File: src/rtl/pipe_adder.sv
// pipe_adder: WIDTH-bit ripple-carry adder/subtractor cut into STAGES register slices.
// One global stall enable keeps every slice moving together behind valid/ready handshakes.
module pipe_adder #(
  parameter int WIDTH  = 8,
  parameter int STAGES = 2
) (
  input  logic             clock,
  input  logic             reset,
  input  logic             in_valid,
  output logic             in_ready,
  input  logic [WIDTH-1:0] x_in,
  input  logic [WIDTH-1:0] y_in,
  input  logic             c_in,
  input  logic             sub_in,
  output logic             out_valid,
  input  logic             out_ready,
  output logic [WIDTH-1:0] sum_out,
  output logic             cout_out,
  output logic             ovf_out
);
  localparam int S = WIDTH / STAGES;

  logic advance_s;

  assign advance_s = !out_valid || out_ready;
  assign in_ready  = advance_s && !reset;

  for (genvar k = 0; k < STAGES; k++) begin : g_stage
    localparam int LO  = k * S;
    localparam int REM = WIDTH - LO;

    // acc packs {result bits already summed, carry into the next slice} so bit 0 is always the carry
    logic           v_s;
    logic [LO:0]    acc_s;
    logic [REM-1:0] xa_s;
    logic [REM-1:0] ya_s;
    logic [S:0]     slice_s;
    logic [LO+S:0]  acc_nxt_s;
    logic           v_r;
    logic [LO+S:0]  acc_r;

    if (k == 0) begin : g_src
      assign v_s       = in_valid;
      assign acc_s     = c_in ^ sub_in;
      assign xa_s      = x_in;
      assign ya_s      = sub_in ? ~y_in : y_in;
      assign acc_nxt_s = {slice_s[S-1:0], slice_s[S]};
    end else begin : g_src
      assign v_s       = g_stage[k-1].v_r;
      assign acc_s     = g_stage[k-1].acc_r;
      assign xa_s      = g_stage[k-1].g_ops.x_r;
      assign ya_s      = g_stage[k-1].g_ops.y_r;
      assign acc_nxt_s = {slice_s[S-1:0], acc_s[LO:1], slice_s[S]};
    end

    assign slice_s = {1'b0, xa_s[S-1:0]} + {1'b0, ya_s[S-1:0]} + {{S{1'b0}}, acc_s[0]};

    // Slice register: valid bit plus the partial result and its carry
    always_ff @(posedge clock) begin
      if (reset) begin
        v_r   <= 1'b0;
        acc_r <= {(LO+S+1){1'b0}};
      end else if (advance_s) begin
        v_r   <= v_s;
        acc_r <= acc_nxt_s;
      end
    end

    if (k < STAGES - 1) begin : g_ops
      logic [REM-S-1:0] x_r;
      logic [REM-S-1:0] y_r;

      // Skew register: operand slices not yet reached ride along with the beat
      always_ff @(posedge clock) begin
        if (reset) begin
          x_r <= {(REM-S){1'b0}};
          y_r <= {(REM-S){1'b0}};
        end else if (advance_s) begin
          x_r <= xa_s[REM-1:S];
          y_r <= ya_s[REM-1:S];
        end
      end
    end else begin : g_last
      logic ovf_r;

      // Overflow: carry into the MSB (x^y^sum there) against carry out of the MSB
      always_ff @(posedge clock) begin
        if (reset) begin
          ovf_r <= 1'b0;
        end else if (advance_s) begin
          ovf_r <= xa_s[S-1] ^ ya_s[S-1] ^ slice_s[S-1] ^ slice_s[S];
        end
      end
    end
  end

  assign out_valid = g_stage[STAGES-1].v_r;
  assign sum_out   = g_stage[STAGES-1].acc_r[WIDTH:1];
  assign cout_out  = g_stage[STAGES-1].acc_r[0];
  assign ovf_out   = g_stage[STAGES-1].g_last.ovf_r;

endmodule

File: config.mk
export PLATFORM = sky130hd
export DESIGN_NAME = pipe_adder
export DESIGN_NICKNAME = d
export VERILOG_FILES = /design/src/rtl/pipe_adder.sv
export SDC_FILE = /design/constraint.sdc
export NUM_CORES = 1
export LEC_CHECK = 0
export ABC_AREA = 1
export CAP_MARGIN = 20
export CORE_MARGIN = 5
export CORE_UTILIZATION = 49
export CTS_BUF_LIST = sky130_fd_sc_hd__clkbuf_8
export CTS_CLUSTER_DIAMETER = 100
export DETAILED_ROUTE_END_ITERATION = 12
export PLACE_DENSITY_LB_ADDON = 0.2
export SLEW_MARGIN = 5
export SYNTH_ARGS = -nofsm -noshare
export SYNTH_HDL_FRONTEND = slang
export SYNTH_SLANG_ARGS = --single-unit
File: constraint.sdc
create_clock -name clock -period 3 [get_ports clock]
set_input_delay 0.3 -clock clock [delete_from_list [all_inputs] [get_ports clock]]
set_output_delay 0.3 -clock clock [all_outputs]
set_load 0.02 [all_outputs]
==> metrics.csv <==
metric,value,unit
"Cell Area, Synth",1310,um2
sequential fraction of design power,47.4,%
Final Cycle Share,74.4,%
"Seq/Total Area, Yosys",38.1,%
Critical Path End Type,output pin,
Post-CTS Setup Repair Bufs,0,
root buffer cell,clkbuf_8,
critical path required time,2.70,ns
share of layout cells above drive strength 1,5.15,%
Die X-Extent,61.8,um
status,"finished, final reports clean",
f_max,448,MHz
Int Pwr,0.000577,W
clock-pin slew on the worst setup and hold paths,0.08,ns
Area growth syn-to-layout,27.0,%
Top-Level Pins,34,
Worst Hold Depth,2,
Post-Syn Instances,163,
Clock Latency Late Sink,0.27,ns
WL final,2660,um
# rows,18,
Die Y,61.8,um
Tot Pwr,0.000820,W
initial core utilization,52.0,%
Pleak,0.749,nW
core footprint,2520,um2
Port Buffers,33,
first-pass GRT wire length,4300,um
crit path buf inv count,4,
share of total power in the clock network,23.7,%
startpoint types,primary input,
Sink Count,25,
arrival time worst endpoint,1.93,ns
CP Max Fanout,34,
placed inst area,1620,um2
clk buf depth,2,
Setup Crit Path Kind,primary input to output pin,
All-Layer GR Usage,15.1,%
WL per Instance,11.9,um
Ys Warns,0,
Fill cells,220,
TritonCTS clock tree,built,
Vias,1122,
GRT overflow,0,
worst clock skew,0.00264,ns
vias in the first global route,1045,
"most used cell, CP",clkdlybuf4s50_1,
r2r worst-path depth,10,
Net Switching,0.000244,W
syn_area_per_cell,8.05,um2
switching share of total power,29.7,%
final design area excluding fillers,1670,um2
Inserted Clock Buffers,3,
DRC errors left,0,
nets,227,
CP top delay family,buffers and inverters,
worst hold margin,0.461,ns
initial antenna violation count,0,
Slew @ Worst Pin,0.343,ns
Tmin final,2.23,ns
slowest CP cell,clkdlybuf4s50_1,
Unique masters post-synth,23,
violation count after the first detailed-route iteration,37,
"Setup violations, final",0,
HPWL after DPL,1980,um
RSZ-0062 raised after global routing,no,
normalized max-slew margin,77.1,%
Via density,5.01,
setup_tns,0,ns
worst-path cell chain,clkdlybuf4s50_1 -> inv_2 -> nand2_4 -> inv_6 -> nor2_1 -> clkdlybuf4s50_1,
MaxCap Viol Count,0,
Final ANT Viol Nets,0,
Hold Crit Class,flip-flop to flip-flop,
hold buffers post-CTS,0,
DRT Pass-1 Iters,4,
die area,3810,um2
maximum vdd ir drop,0.000290,V
combinational share of power,28.9,%
Synth Net Count,195,
Levels on crit path,6,
Final Slew Violations,0,
largest net degree at the start of global routing,35,
final hold vios,0,
Power Dens Cells,492,nW/um2
antenna cells,0,
gp weighted congestion,0.764,
cts repair resizes,0,
CTS H-tree depth,1,
max incr delay on CP,0.61,ns
number of synthesized register bits,25,
[path summary, 6_finish.rpt]
kind	startpoint	to	slack (ns)
worst max-delay path	out_ready	in_ready	0.77
worst min-delay path	g_stage[0].v_r	g_stage[0].v_r	0.46
worst max register to register	g_stage[0].acc_r[0]	g_stage[1].acc_r[0]	1.37
worst min register to register	g_stage[0].v_r	g_stage[0].v_r	0.46
[cell families (layout without fill, tap and decap cells)]
kind of cell	count (synthesis)	in the layout	share of synthesized area, %
xor+xnor	10	10	6.67
flops	25	25	38.1
simple gates	55	55	17.2
buf+inv	24	55	10.3
compound gates	39	39	15.9
fa+ha+maj	10	10	11.8
[power groups by stage]
stage,Clock [W],Combinational (W),Sequential [W]
after global placement,0,0.000230,0.000395
after detailed placement,0,0.000237,0.000396
after CTS,0.000200,0.000239,0.000389
after floorplan,0,0.000131,0.000414
final,0.000195,0.000237,0.000389
after global routing,0.000216,0.000264,0.000393
[cell usage in the layout (no fill, tap or decap)]
cell / instances
a21oi_1: 13
a21oi_2: 1
buf_4: 1
clkbuf_8: 3
clkdlybuf4s50_1: 33
dfxtp_1: 25
fa_1: 4
ha_1: 6
inv_1: 15
inv_2: 2
inv_6: 1
nand2_1: 20
nand2_4: 1
nand3_1: 7
nor2_1: 26
o211ai_2: 1
o21a_1: 1
o21ai_0: 22
o21ai_1: 1
or2_0: 1
xnor2_1: 5
xor2_1: 5
[layout make-up]
cell class                 instances  area, um2  area share (%)
multi-input combinational        114        677            40.6
sequential                        25        500            30.0
timing repair buffer              34        338            20.3
inverter                          17       68.8            4.13
clock buffer                       3       41.3            2.48
tap                               30       37.5            2.25
clock inverter                     1       3.75           0.225
[state kept, by name (all words and copies together), names as in the netlist]
| register | count |
|---|---|
| g_stage.acc_r | 14 |
| g_stage.g_ops.x_r | 4 |
| g_stage.g_ops.y_r | 4 |
| g_stage.v_r | 1 |
| out_valid | 1 |
| ovf_out | 1 |
[stage by stage]
step | setup WS (ns) | utilization, % | instances
after floorplan | 1.14 | - | 163
after global placement | 0.762 | 64.3 | 220
after detailed placement | 0.674 | 64.3 | 220
after CTS | 0.748 | 66.1 | 224
after global routing | 0.666 | 66.1 | 224
final | 0.769 | 66.1 | 224
[synth_stat cells]
library cell	count	area share (%)
buf_2	2	0.76
o21ai_0	22	8.4
xor2_1	5	3.3
inv_2	2	0.57
fa_1	4	6.1
a21oi_1	13	5.0
buf_6	3	2.6
nor2_1	26	7.4
nand2_4	1	0.86
or2_0	1	0.48
dfxtp_1	25	38
xnor2_1	5	3.3
inv_1	14	4.0
nand3_1	7	2.7
inv_6	1	0.67
a21oi_2	1	0.67
buf_8	1	1.1
o211ai_2	1	0.95
o21a_1	1	0.57
o21ai_1	1	0.38
buf_4	1	0.57
nand2_1	20	5.7
ha_1	6	5.7
[per-layer routing]
metal	wire length (um)	GRT usage, %	up-vias
met5	0	0	-
met4	56	7.58	0
met3	140	2.07	7
met2	1270	25.3	32
met1	1200	18.9	497
li1	-	-	586
[worst register-to-register path, cell delays in order, from the launching register on]
cell      delay (ns)
dfxtp_1         0.34
fa_1            0.46
inv_1           0.09
fa_1            0.19
inv_1           0.06
nand2_1         0.08
nand2_1         0.06
nand2_1         0.07
nand2_1         0.07
o211ai_2        0.07
inv_1           0.05
Power figures use the tool's default switching activity.
==> RTL edit 1: new RTL, config.mk and constraints unchanged <==
Change the parameter `STAGES` from 2 to 4.
--- a/src/rtl/pipe_adder.sv
+++ b/src/rtl/pipe_adder.sv
@@ -3,5 +3,5 @@
 module pipe_adder #(
   parameter int WIDTH  = 8,
-  parameter int STAGES = 2
+  parameter int STAGES = 4
 ) (
   input  logic             clock,
Function: changed (a bounded check fails within 4 cycles, from zero or initial values and one cycle with reset high).
==> RTL edit 1 against the original RTL <==
Wire length up 42%; die area up 52%; power up 67%; synthesized area up 63%; sequential cell count up 28; cell area up 53%; fmax up 19%; worst setup slack better by 0.35 ns; clock power up 100%; critical path type unchanged; largest cell class is now flip-flops and latches; largest power group unchanged.
==> RTL edit 1: results (changes against the original RTL) <==
| Metric | Value |
|---|---|
| Result of the run | `finished, final reports clean (unchanged)` |
| Leakage power summed over all cells | `0.995 nW (was 0.749 nW)` |
| Per-cell via count in the routed design | `4.86 (was 5.01)` |
| Drt initial violations | `102 (was 37)` |
| Distinct cell type count after synthesis | `20 (was 23)` |
| Sequential power | `0.780 mW (was 0.389 mW)` |
| CTS H-Tree Depth | `2 (was 1)` |
| Setup ws final | `1.12 ns (was 0.769 ns)` |
| Inserted Clock Buffers | `5 (was 3)` |
| Ratio of cells with drive above 1 in the final layout | `4.68% (was 5.15%)` |
| Sequential element share of the synthesized area | `49.4% (was 38.1%)` |
| Slew Limit Headroom | `67.9% (was 77.1%)` |
| Overall track demand over capacity in global routing | `13.7% (was 15.1%)` |
| Count of filler cells inserted in the layout | `408 (was 220)` |
| Complex-gate fraction of the synthesized area | `18.7% (was 15.9%)` |
| Worst-Skew Late Latency | `0.30 ns (was 0.27 ns)` |
| Met1 track demand over resource | `16.3% (was 18.9%)` |
| Proportion of power drawn by the clock network | `28.6% (was 23.7%)` |
| Worst setup slack for register-to-register paths | `1.31 ns (was 1.37 ns)` |
| Total number of nets in the final design | `309 (was 227)` |
| Met3 wire length | `193 um (was 140 um)` |
| Sum of routed wire length over all layers | `3.78 mm (was 2.66 mm)` |
| Critical path fanouts, max | `2 (was 34)` |
| Via count of the first global-routing pass | `1520 (was 1045)` |
| Weighted congestion at the end of routability-driven global placement | `0.736 (was 0.764)` |
| Max IR drop VDD | `0.236 mV (was 0.290 mV)` |
| Post-Synth Adder-Cell Area | `8.05% (was 11.8%)` |
| Clk_skew | `0.00434 ns (was 0.00264 ns)` |
| List of most frequent post-synthesis cells | `53 x dfxtp_1, 51 x o21ai_0, 50 x nor2_1 (was 26 x nor2_1, 25 x dfxtp_1, 22 x o21ai_0)` |
| Met2 Routed Length | `1.73 mm (was 1.27 mm)` |
| Xor-xnor portion of the synthesized cell area | `3.67% (was 6.67%)` |
| Pre-CTS setup slack | `0.858 ns (was 0.674 ns)` |
| Sw Share | `24.3% (was 29.7%)` |
| Placed cell areas | `0.00246 mm^2 (was 0.00162 mm^2)` |
| Minimum hold slack | `0.472 ns (was 0.461 ns)` |
| Syn Area/Cell | `8.55 um^2 (was 8.05 um^2)` |
| # placed instances | `323 (was 220)` |
| Most area-consuming cells after synthesis | `dfxtp_1 49%, o21ai_0 12%, nor2_1 8.7%, fa_1 7.5%, a21oi_1 6.8% (was dfxtp_1 38%, o21ai_0 8.4%, nor2_1 7.4%, fa_1 6.1%, ha_1 5.7%)` |
| Met3 capacity usage during global routing | `4.26% (was 2.07%)` |
| Largest regs | `g_stage.acc_r (24), g_stage.g_ops.x_r (12), g_stage.g_ops.y_r (12) (was g_stage.acc_r (14), g_stage.g_ops.x_r (4), g_stage.g_ops.y_r (4))` |
| GR met2 Demand/Resource | `23.2% (was 25.3%)` |
| Metal1 wirelength | `1.80 mm (was 1.20 mm)` |
RTL edit 1: changes by cell type after synthesis, sizes merged, moves of 5 or more:
| cell | delta |
|---|---|
| nor2 | +24 |
| inv | +7 |
| nand3 | -6 |
| a21oi | +15 |
| dfxtp | +28 |
| nand2 | -14 |
| buf | +6 |
| ha | -5 |
| o21ai | +28 |
RTL edit 1: worst paths after layout:
| kind | from | endpoint | cells past startpoint |
|---|---|---|---|
| worst max-delay path | out_ready | in_ready | 6 |
| worst min-delay path | g_stage[1].g_ops.y_r[0] | g_stage[1].g_ops.y_r[0] | 2 |
| worst max register to register | g_stage[2].acc_r[0] | ovf_out | 9 |
| worst min register to register | g_stage[1].g_ops.y_r[0] | g_stage[1].g_ops.y_r[0] | 2 |
RTL edit 1: area by class of cell:
class / instances / share of cell area, %
inverters: 24 / 3.54
multi-input cells: 157 / 34.7
clock inverters: 1 / 0.147
well taps: 52 / 2.55
clock buffers: 6 / 3.24
repair buffers: 37 / 14.1
flip-flops and latches: 53 / 41.7
==> RTL edit 2: new RTL, same settings <==
Without the edit above. Make the reset (`reset`) asynchronous in 3 clocked blocks.
--- a/src/rtl/pipe_adder.sv
+++ b/src/rtl/pipe_adder.sv
@@ -57,5 +57,5 @@
 
     // Slice register: valid bit plus the partial result and its carry
-    always_ff @(posedge clock) begin
+    always_ff @(posedge clock or posedge reset) begin
       if (reset) begin
         v_r   <= 1'b0;
@@ -72,5 +72,5 @@
 
       // Skew register: operand slices not yet reached ride along with the beat
-      always_ff @(posedge clock) begin
+      always_ff @(posedge clock or posedge reset) begin
         if (reset) begin
           x_r <= {(REM-S){1'b0}};
@@ -85,5 +85,5 @@
 
       // Overflow: carry into the MSB (x^y^sum there) against carry out of the MSB
-      always_ff @(posedge clock) begin
+      always_ff @(posedge clock or posedge reset) begin
         if (reset) begin
           ovf_r <= 1'b0;
Formal check against the unedited RTL: differs if reset is asserted again (counterexample within 4 cycles, from zero or initial values and one cycle with reset high); with reset held inactive, the same outputs for 10 cycles.
==> RTL edit 2 against the original RTL <==
Sequential cell count unchanged; worst hold slack got worse by 0.11 ns; power is 40% higher; register-to-register slack lost 0.06 ns; critical endpoint is now g_stage[0].acc_r[0]; critical path type is now input port to register; via count is 3.4% lower; synthesized area grew 2.0%; count of clock-buffer cells in the layout stayed put; worst setup slack improved by 0.099 ns; wire length rose by 2.5%; combinational power rose by 100%; non-clock buffer count up 2; core utilization decreased by 0.91 points; cell area rose by 5.0%.
==> RTL edit 2: results (changes against the original RTL) <==
| Metric | Value |
|---|---|
| Result of the run | `finished, final reports clean (unchanged)` |
| Metal1 wirelength | `1.14 mm (was 1.20 mm)` |
| Per-cell via count in the routed design | `4.90 (was 5.01)` |
| Sequential cell area | `626 um^2 (was 500 um^2)` |
| Most area-consuming cells after synthesis | `dfrtp_1 47%, nand2_1 16%, fa_1 6.0%, ha_1 5.6%, o21ai_0 5.2% (was dfxtp_1 38%, o21ai_0 8.4%, nor2_1 7.4%, fa_1 6.1%, ha_1 5.7%)` |
| Non-clock buffering overhead | `20.6% (was 20.3%)` |
| Met3 capacity usage during global routing | `2.16% (was 2.07%)` |
| Minimum hold slack | `0.347 ns (was 0.461 ns)` |
| Weighted congestion at the end of routability-driven global placement | `0.829 (was 0.764)` |
| Proportion of cell area spent on the clock network | `2.64% (was 2.70%)` |
| Non-clock inverters | `14 (was 17)` |
| Sum of net half-perimeters after detailed placement | `2.08 mm (was 1.98 mm)` |
| Worst endpoint data arrival time | `2.29 ns (was 1.93 ns)` |
| Total number of nets in the final design | `223 (was 227)` |
| Actual transition at the worst max-transition pin | `0.411 ns (was 0.343 ns)` |
| Multi-input gate area in the final layout | `627 um^2 (was 677 um^2)` |
| Drt initial violations | `40 (was 37)` |
| Worst setup slack for register-to-register paths | `1.31 ns (was 1.37 ns)` |
| Via count of the first global-routing pass | `1147 (was 1045)` |
| GR met2 Demand/Resource | `26.8% (was 25.3%)` |
| Sw Share | `35.4% (was 29.7%)` |
| Syn_nets | `187 (was 195)` |
| Proportion of cell area occupied by multi-input gates | `35.8% (was 40.6%)` |
| Largest net degree at the start of global routing | `32 (was 35)` |
| Buffers, non-clock | `36 (was 34)` |
| Count of filler cells inserted in the layout | `239 (was 220)` |
| Routed length per instance | `12.4 um (was 11.9 um)` |
| Global-route wire length before repair | `4.85 mm (was 4.30 mm)` |
| Ratio of cells with drive above 1 in the final layout | `4.74% (was 5.15%)` |
| Sequential element share of the synthesized area | `46.7% (was 38.1%)` |
| Met3 wire length | `130 um (was 140 um)` |
| Multi-Input Combinational | `111 (was 114)` |
| Share of synthesized flip-flops with an asynchronous set or reset | `100% (was 0%)` |
| Delay of the slowest critical-path stage | `0.54 ns (was 0.61 ns)` |
| Critical R2R Capture | `ovf_out (was g_stage[1].acc_r[0])` |
| Critical path fanouts, max | `5 (was 34)` |
==> RTL edit 2: cell types whose count changed in the layout (fill, tap and decap cells not counted), sizes merged, moves of 4 or more <==
| cell | delta |
|---|---|
| a21oi | -11 |
| o21ai | -9 |
| dfrtp | +25 |
| nor2 | -19 |
| nand2 | +37 |
| inv | -4 |
| dfxtp | -25 |
==> RTL edit 2: cell families after synthesis <==
group	share of synthesized area [%]
buffers and inverters	6.45
xor gates and xnor gates	5.89
AOI/OAI and AO/OA	6.92
and+or+nand+nor	22.4
DFF	46.7
adders and majority gates	11.6
==> RTL edit 2: power by group through the flow <==
stage                     registers, mW  logic (mW)  clock network (mW)
final                             0.475       0.473               0.197
after floorplan                   0.546       0.216                   0
after detailed placement          0.483       0.474                   0
after global placement            0.479       0.464                   0
after global routing              0.490       0.533               0.222
after CTS                         0.477       0.475               0.208
==> RTL edit 2: per-stage QoR <==
step | instances | setup WS (ns)
3_3_place_gp | 216 | 0.675
3_5_place_dp | 216 | 0.575
4_1_cts | 220 | 0.870
2_1_floorplan | 155 | 1.13
6_report | 221 | 0.868
5_1_grt | 221 | 0.772
==> RTL edit 2: worst max-delay path: cells and delay by family <==
family	cells	cell delay [ns]
xor+xnor	1	0.23
buf+inv	2	0.58
fa+ha+maj	2	0.85
simple gates	1	0.08
compound gates	2	0.23
==> RTL edit 2: worst max-delay path by stage <==
stage | startpoint | endpoint | slack, ns
6_report | sub_in | g_stage[0].acc_r[0] | 0.87
2_1_floorplan | sub_in | g_stage[0].acc_r[0] | 1.13
5_1_grt | sub_in | g_stage[0].acc_r[0] | 0.77
3_5_place_dp | sub_in | g_stage[0].acc_r[0] | 0.57
3_3_place_gp | sub_in | g_stage[0].acc_r[0] | 0.67
4_1_cts | sub_in | g_stage[0].acc_r[0] | 0.87
